## src/rtl/temp_bcd_formatter_pkg.sv

```systemverilog
// Shared definitions for the temperature-to-BCD formatter.
// Contents: Q8.8 field widths, the blank digit code, and the control FSM state type.
package temp_bcd_formatter_pkg;

  localparam int unsigned INT_W   = 8;
  localparam int unsigned FRAC_W  = 8;
  localparam int unsigned VALUE_W = INT_W + FRAC_W;
  localparam int unsigned DIGIT_W = 4;
  // Three BCD nibbles: hundreds, tens and ones.
  localparam int unsigned BCD_W   = 3 * DIGIT_W;

  // Any digit code above 9 is shown as blank by the segment decoder.
  localparam logic [DIGIT_W-1:0] BCD_BLANK = 4'hF;

  typedef enum logic [1:0] {
    StIdle,
    StLoad,
    StShift,
    StFinish
  } state_e;

endpackage

```

## src/rtl/temp_bcd_formatter_if.sv

```systemverilog
// Handshake and result bundle between the display control FSM and the formatter.
//   master: drives start/value, receives busy/done and the digit results.
//   slave : the formatter side.
//   start  request a conversion (taken only while busy=0)
//   value  signed Q8.8 temperature, sampled on the accepting edge
//   busy   conversion in progress
//   done   one-cycle pulse when the digit outputs update
//   neg, tens, ones, tenths, ovf  registered result of the last conversion
interface temp_bcd_formatter_if;
  import temp_bcd_formatter_pkg::*;

  logic               start;
  logic [VALUE_W-1:0] value;
  logic               busy;
  logic               done;
  logic               neg;
  logic [DIGIT_W-1:0] tens;
  logic [DIGIT_W-1:0] ones;
  logic [DIGIT_W-1:0] tenths;
  logic               ovf;

  modport master (
    output start, value,
    input  busy, done, neg, tens, ones, tenths, ovf
  );

  modport slave (
    input  start, value,
    output busy, done, neg, tens, ones, tenths, ovf
  );

endinterface

```

## src/rtl/bcd_add3_nibble.sv

```systemverilog
// Double-dabble correction for one BCD nibble: values of 5 or more get +3 so the
// following left shift carries correctly into the next decimal digit.
//   din   nibble before correction
//   dout  corrected nibble
module bcd_add3_nibble
  import temp_bcd_formatter_pkg::*;
(
  input  logic [DIGIT_W-1:0] din,
  output logic [DIGIT_W-1:0] dout
);

  always_comb begin
    dout = din;
    if (din >= 4'd5) begin
      dout = din + 4'd3;
    end
  end

endmodule

```

## src/rtl/temp_bcd_formatter.sv

```systemverilog
// Converts a signed Q8.8 temperature into sign, tens, ones and tenths BCD digits for
// the 7-segment display path. The integer magnitude goes through an 8-iteration
// double-dabble engine; the tenths digit is floor(frac*10/256) by shift-add.
//   clk  system clock
//   rst  asynchronous active-high reset
//   bus  slave side of temp_bcd_formatter_if (start/value in, busy/done/digits out)
module temp_bcd_formatter
  import temp_bcd_formatter_pkg::*;
#(
  parameter logic [DIGIT_W-1:0] OVF_FILL = BCD_BLANK,
  parameter int unsigned        MAX_INT  = 99
) (
  input  logic                 clk,
  input  logic                 rst,
  temp_bcd_formatter_if.slave  bus
);

  state_e               state_q;
  logic [VALUE_W-1:0]   value_q;
  logic [INT_W-1:0]     bin_q;
  logic [BCD_W-1:0]     bcd_q;
  logic [2:0]           cnt_q;
  logic [DIGIT_W-1:0]   tenths_tmp_q;
  logic                 busy_q;
  logic                 done_q;
  logic                 neg_q;
  logic [DIGIT_W-1:0]   tens_q;
  logic [DIGIT_W-1:0]   ones_q;
  logic [DIGIT_W-1:0]   tenths_q;
  logic                 ovf_q;

  logic [VALUE_W-1:0]   mag;
  logic [11:0]          frac_x10;
  logic [DIGIT_W-1:0]   tenths_calc;
  logic [BCD_W-1:0]     bcd_adj;
  logic [BCD_W-1:0]     bcd_shift;
  logic [INT_W-1:0]     bin_shift;
  logic [7:0]           two_digit;
  logic                 ovf_calc;

  for (genvar i = 0; i < 3; i++) begin : g_add3
    bcd_add3_nibble u_add3 (
      .din  (bcd_q[i*DIGIT_W +: DIGIT_W]),
      .dout (bcd_adj[i*DIGIT_W +: DIGIT_W])
    );
  end

  always_comb begin
    // 16-bit wrap: 0x8000 negates to itself, giving integer byte 128 (flagged ovf).
    mag         = value_q[VALUE_W-1] ? (~value_q + 16'd1) : value_q;
    frac_x10    = ({4'd0, mag[FRAC_W-1:0]} << 3) + ({4'd0, mag[FRAC_W-1:0]} << 1);
    tenths_calc = 4'(frac_x10 >> 8);
    {bcd_shift, bin_shift} = {bcd_adj, bin_q} << 1;
    two_digit   = 8'(bcd_q[7:4]) * 8'd10 + 8'(bcd_q[3:0]);
    ovf_calc    = (bcd_q[11:8] != 4'd0) || (32'(two_digit) > MAX_INT);
  end

  always_ff @(posedge clk or posedge rst) begin
    if (rst) begin
      state_q      <= StIdle;
      value_q      <= '0;
      bin_q        <= '0;
      bcd_q        <= '0;
      cnt_q        <= '0;
      tenths_tmp_q <= '0;
      busy_q       <= 1'b0;
      done_q       <= 1'b0;
      neg_q        <= 1'b0;
      tens_q       <= '0;
      ones_q       <= '0;
      tenths_q     <= '0;
      ovf_q        <= 1'b0;
    end else begin
      done_q <= 1'b0;
      case (state_q)
        StIdle: begin
          if (bus.start) begin
            value_q <= bus.value;
            busy_q  <= 1'b1;
            state_q <= StLoad;
          end
        end
        StLoad: begin
          bin_q        <= mag[VALUE_W-1:FRAC_W];
          bcd_q        <= '0;
          cnt_q        <= 3'd7;
          tenths_tmp_q <= tenths_calc;
          state_q      <= StShift;
        end
        StShift: begin
          bcd_q <= bcd_shift;
          bin_q <= bin_shift;
          cnt_q <= cnt_q - 3'd1;
          if (cnt_q == 3'd0) begin
            state_q <= StFinish;
          end
        end
        StFinish: begin
          done_q <= 1'b1;
          busy_q <= 1'b0;
          neg_q  <= value_q[VALUE_W-1];
          ovf_q  <= ovf_calc;
          if (ovf_calc) begin
            tens_q   <= OVF_FILL;
            ones_q   <= OVF_FILL;
            tenths_q <= OVF_FILL;
          end else begin
            tens_q   <= bcd_q[7:4];
            ones_q   <= bcd_q[3:0];
            tenths_q <= tenths_tmp_q;
          end
          state_q <= StIdle;
        end
        default: state_q <= StIdle;
      endcase
    end
  end

  assign bus.busy   = busy_q;
  assign bus.done   = done_q;
  assign bus.neg    = neg_q;
  assign bus.tens   = tens_q;
  assign bus.ones   = ones_q;
  assign bus.tenths = tenths_q;
  assign bus.ovf    = ovf_q;

endmodule
```

## src/flat_wrapper.sv

```systemverilog
// flat-port wrapper written by rule: the top's interface ports become plain ports
module temp_bcd_formatter_flat import temp_bcd_formatter_pkg::*;
#(
  parameter logic [DIGIT_W-1:0] OVF_FILL = BCD_BLANK,
  parameter int unsigned        MAX_INT  = 99
)
  (clk, rst, bus_start, bus_value, bus_busy, bus_done, bus_neg, bus_tens, bus_ones, bus_tenths, bus_ovf);
  temp_bcd_formatter_if bus_i ();
  input  logic clk;
  input  logic rst;
  input wire logic [$bits(bus_i.start)-1:0] bus_start;
  input wire logic [$bits(bus_i.value)-1:0] bus_value;
  output wire logic [$bits(bus_i.busy)-1:0] bus_busy;
  output wire logic [$bits(bus_i.done)-1:0] bus_done;
  output wire logic [$bits(bus_i.neg)-1:0] bus_neg;
  output wire logic [$bits(bus_i.tens)-1:0] bus_tens;
  output wire logic [$bits(bus_i.ones)-1:0] bus_ones;
  output wire logic [$bits(bus_i.tenths)-1:0] bus_tenths;
  output wire logic [$bits(bus_i.ovf)-1:0] bus_ovf;
  assign bus_i.start = bus_start;
  assign bus_i.value = bus_value;
  assign bus_busy = bus_i.busy;
  assign bus_done = bus_i.done;
  assign bus_neg = bus_i.neg;
  assign bus_tens = bus_i.tens;
  assign bus_ones = bus_i.ones;
  assign bus_tenths = bus_i.tenths;
  assign bus_ovf = bus_i.ovf;
  temp_bcd_formatter #(.OVF_FILL(OVF_FILL), .MAX_INT(MAX_INT)) u_core (.clk(clk), .rst(rst), .bus(bus_i));
endmodule
```

## config.mk

```make
export PLATFORM = sky130hd
export DESIGN_NAME = temp_bcd_formatter_flat
export DESIGN_NICKNAME = d
export VERILOG_FILES = /design/src/rtl/temp_bcd_formatter_pkg.sv /design/src/rtl/temp_bcd_formatter_if.sv /design/src/rtl/bcd_add3_nibble.sv /design/src/rtl/temp_bcd_formatter.sv /design/src/flat_wrapper.sv
export SDC_FILE = /design/constraint.sdc
export NUM_CORES = 1
export LEC_CHECK = 0
export BUFFER_PORTS_ARGS = -buffer_cell sky130_fd_sc_hd__buf_2
export CAP_MARGIN = 20
export CORE_MARGIN = 4
export CORE_UTILIZATION = 33
export CTS_CLUSTER_SIZE = 8
export DETAILED_ROUTE_END_ITERATION = 12
export GPL_TIMING_DRIVEN = 0
export PLACE_DENSITY = 0.47
export SYNTH_ARGS = -nofsm -noshare
export SYNTH_HDL_FRONTEND = slang
export SYNTH_SLANG_ARGS = --single-unit
```

## constraint.sdc

```tcl
create_clock -name clk -period 3.7 [get_ports clk]
set_clock_uncertainty 0.1 [all_clocks]
set_input_delay 0.555 -clock clk [delete_from_list [all_inputs] [get_ports clk]]
set_output_delay 0.555 -clock clk [all_outputs]
set_load 0.1 [all_outputs]
```

==> tab_implementation.tex <==
\begin{tabular}{lr}
\hline
Metric & Value \\
\hline
\multicolumn{2}{l}{\textbf{Place}} \\
Last weighted congestion value of the routability-driven placer & 0.737 \\
Area of placed instances & 3920 µm² \\
DP HPWL & 5760 µm \\
I/O Buffers & 34 \\
Inst Count DP & 515 \\
\multicolumn{2}{l}{\textbf{Cells and area}} \\
Diodes inserted & 0 \\
Post-Layout Cell Count & 530 \\
Relative area change from synthesis to final layout & 15.3\% \\
Final-stage net count & 437 \\
Total of fill cells in the finished design & 1061 \\
Post-route design area & 4110 µm² \\
Share of cells above drive strength 1 & 21.3\% \\
Most common cell after layout, fill and taps aside & dfrtp\_1 \\
Most frequent cells in the layout & 61 x dfrtp\_1, 35 x buf\_2, 31 x inv\_1 \\
\multicolumn{2}{l}{\textbf{Worst setup path}} \\
Kind of capture point of the worst setup path & flip-flop \\
Start of the worst register-to-register path & u\_core.bcd\_q[5] \\
Signal arrival time at the worst endpoint & 3100 ps \\
Top fanout value on the critical path & 10 \\
Setup slack of the most critical reg-to-reg path & 700 ps \\
Critical path class & reg -> reg \\
Peak per-stage delay on the critical path & 480 ps \\
Critical register-to-register path endpoint & u\_core.bus.ovf \\
Worst path slowest cell & dfrtp\_1 \\
Library cell appearing most often on the critical path & ha\_1 \\
Number of buffers and inverters on the critical path & 2 \\
Required time of the worst setup path & 3800 ps \\
Depth of the most critical reg-to-reg path & 10 \\
Worst path cell trace & ha\_1 -> ha\_1 -> inv\_1 -> fa\_1 -> xnor2\_2 -> and4\_1 -> o21bai\_1 -> a311oi\_2 -> buf\_4 -> o22ai\_1 \\
Top delay family on crit path & adder cells \\
Element type at the critical path start & flip-flop \\
\multicolumn{2}{l}{\textbf{Clock tree}} \\
Clock latency reported for the late side of the worst-skew pair & 340 ps \\
Total clock sinks & 61 \\
TritonCTS clock tree & built \\
Total number of H-tree levels & 3 \\
Clock root buffer master & clkbuf\_8 \\
Setup Buffers After CTS & 0 \\
Num CTS Buffers & 9 \\
Register clock-pin slew on the reported worst setup and hold paths & 70 ps \\
Cells resized by post-CTS repair & 0 \\
Total of hold buffers inserted after clock tree synthesis & 0 \\
Clock tree buffer depth & 2 \\
\multicolumn{2}{l}{\textbf{Synthesis}} \\
Number of register bits inferred by synthesis & 61 \\
Post-synthesis async set-or-reset flop share & 100\% \\
Main flop type after synthesis & dfrtp\_1 \\
Leading cell types by total area after synthesis & dfrtp\_1 43\%, ha\_1 9.1\%, mux2\_2 6.0\% \\
Post-synthesis compound-gate area fraction & 16.2\% \\
Multiplexer share of the synthesized area & 9.38\% \\
Synthesized area per cell & 10.4 µm² \\
Combinational family with the most area after synthesis & compound AO/OA/AOI/OAI gates \\
Syn Inst Count & 344 \\
Area of the mapped netlist & 3560 µm² \\
Fraction of the yosys area taken by sequential cells & 42.9\% \\
Adder and majority gate portion of the synthesized area & 10.3\% \\
Cell variety after synth & 55 \\
Net count after synthesis & 391 \\
Warnings from Yosys & 0 \\
Area share of and/or/nand/nor cells after synthesis & 11.2\% \\
Share of the synthesized area in the top cell type & 42.9\% \\
Post-synthesis xor/xnor area fraction & 4.88\% \\
Most area-hungry cell type in the Yosys netlist & dfrtp\_1 \\
Number of flops mapped to enable cells by yosys & 0 \\
\multicolumn{2}{l}{\textbf{Floorplan}} \\
Core footprint & 10400 µm² \\
Standard-cell rows & 37 \\
Starting density of the core & 34.2\% \\
DIE AREA & 12500 µm² \\
Width of the die & 112 µm \\
Num ports & 35 \\
Die extent in y & 112 µm \\
\multicolumn{2}{l}{\textbf{STA}} \\
Final worst path period share & 81.2\% \\
Tightest hold margin & 175 ps \\
Timing-limited maximum frequency & 0.333 GHz \\
Setup TNS & 0 ps \\
Number of slew-limit violations in the final report & 0 \\
Slew of the pin with the lowest slew margin & 666 ps \\
Final setup violating endpoints & 0 \\
Minimum period implied by the final worst setup slack & 3000 ps \\
Hold Fails Final Rpt & 0 \\
Worst-case headroom to the max-slew limit & 55.6\% \\
Setup repair after global routing missed its margin & no \\
\multicolumn{2}{l}{\textbf{Detailed routing}} \\
Avg WL per Cell & 14.6 µm \\
Total met2 wirelength after detailed routing & 3710 µm \\
Initial DRC count & 101 \\
Total Routed Length & 7740 µm \\
Count of nets left with antenna violations after detail routing & 0 \\
Router iterations before antenna repair & 4 \\
Top layer reached by signal wires & met4 \\
Vias post-DR & 2624 \\
Vias/cell & 4.95 \\
Remaining routing DRC violations & 0 \\
Total length of routed met3 wires & 314 µm \\
Sum of routed wire segments on met1 & 3660 µm \\
\multicolumn{2}{l}{\textbf{GRT}} \\
GR Util All Layers & 13.5\% \\
Overflow left after global routing & 0 \\
Maximum number of pins on one net before global-route repair & 35 \\
Via count of the first global-routing pass & 2697 \\
Number of antenna violations at the first check in global routing & 0 \\
Global-route wire length before repair & 13600 µm \\
\multicolumn{2}{l}{\textbf{Power}} \\
Power per Cell Area & 931 nW/µm² \\
Worst-case vdd ir drop & 0.433 mV \\
Static leakage power & 1.87 nW \\
\multicolumn{2}{l}{\textbf{Outcome}} \\
Result of the run & complete, no violations \\
\multicolumn{2}{l}{\textbf{Flow run}} \\
Number of maximum-capacitance violations & 0 \\
\multicolumn{2}{l}{\textbf{Hold path}} \\
Hold crit path type & in -> async \\
\hline
\end{tabular}
==> stage by stage <==
stage,util (%),total power [mW],worst slack [ps]
2_1_floorplan,-,2.84,1060
6_report,39.4,3.83,696
3_5_place_dp,37.7,3.31,680
4_1_cts,39.4,3.90,663
3_3_place_gp,37.5,3.28,558
5_1_grt,39.4,4.17,465
==> synth_stat cells (all sizes together), types with 6 or more instances <==
master / n
nand2: 19
nor2: 15
xor2: 9
clkbuf: 7
xnor2: 10
o22ai: 11
inv: 32
ha: 26
dfrtp: 61
a21oi: 22
nand2b: 6
nand3: 9
mux2i: 12
mux2: 19
o21ai: 24
buf: 6
==> cells by family after synthesis <==
logic type      count (synthesis)
compound gates                 88
buf+inv                        45
flops                          61
xor+xnor                       19
simple gates                   72
fa+ha+maj                      28
mux                            31
==> worst max path at each step <==
stage,slack (ps),endpoint,cells after the start,from
2_1_floorplan,1060,u_core.tenths_tmp_q[2],9,u_core.value_q[5]
3_3_place_gp,560,u_core.value_q[12],2,rst
3_5_place_dp,680,u_core.bus.ovf,10,u_core.bcd_q[5]
4_1_cts,660,u_core.bus.ovf,10,u_core.bcd_q[5]
5_1_grt,470,u_core.bus.ovf,10,u_core.bcd_q[5]
6_report,700,u_core.bus.ovf,10,u_core.bcd_q[5]
==> area by class of cell <==
class / instances / area, µm² / area share [%]
multi-input combinational: 238 / 1850 / 45.1
inverter: 32 / 120 / 2.92
clock inverter: 3 / 20.0 / 0.487
sequential: 61 / 1530 / 37.2
tap: 136 / 170 / 4.14
clock buffer: 12 / 165 / 4.02
timing repair buffer: 35 / 190 / 4.63
buffer: 13 / 65.1 / 1.58
==> per-layer routing <==
metal,vias to the layer above,GRT usage [%]
met5,-,0
met4,0,3.41
met1,1265,17.8
met2,46,21.3
li1,1309,-
met3,4,4.46
==> report_power, final <==
group	total (mW)	leakage (nW)	internal, mW	switching (mW)
registers	1.15	0.765	0.915	0.235
clock network	0.563	0.0905	0.293	0.270
logic	2.11	1.02	0.798	1.31
==> state kept, by name (all words and copies together), names as in the netlist <==
signal and cells:
u_core.bus.neg 1, u_core.bus.done 1, u_core.bin_q 8, u_core.state_q 2
u_core.tenths_tmp_q 4, u_core.bcd_q 12, u_core.value_q 16, u_core.cnt_q 3
u_core.bus.ones 4, u_core.bus.tens 4, u_core.bus.busy 1, u_core.bus.ovf 1
u_core.bus.tenths 4
(Power assumes the default switching activity.)
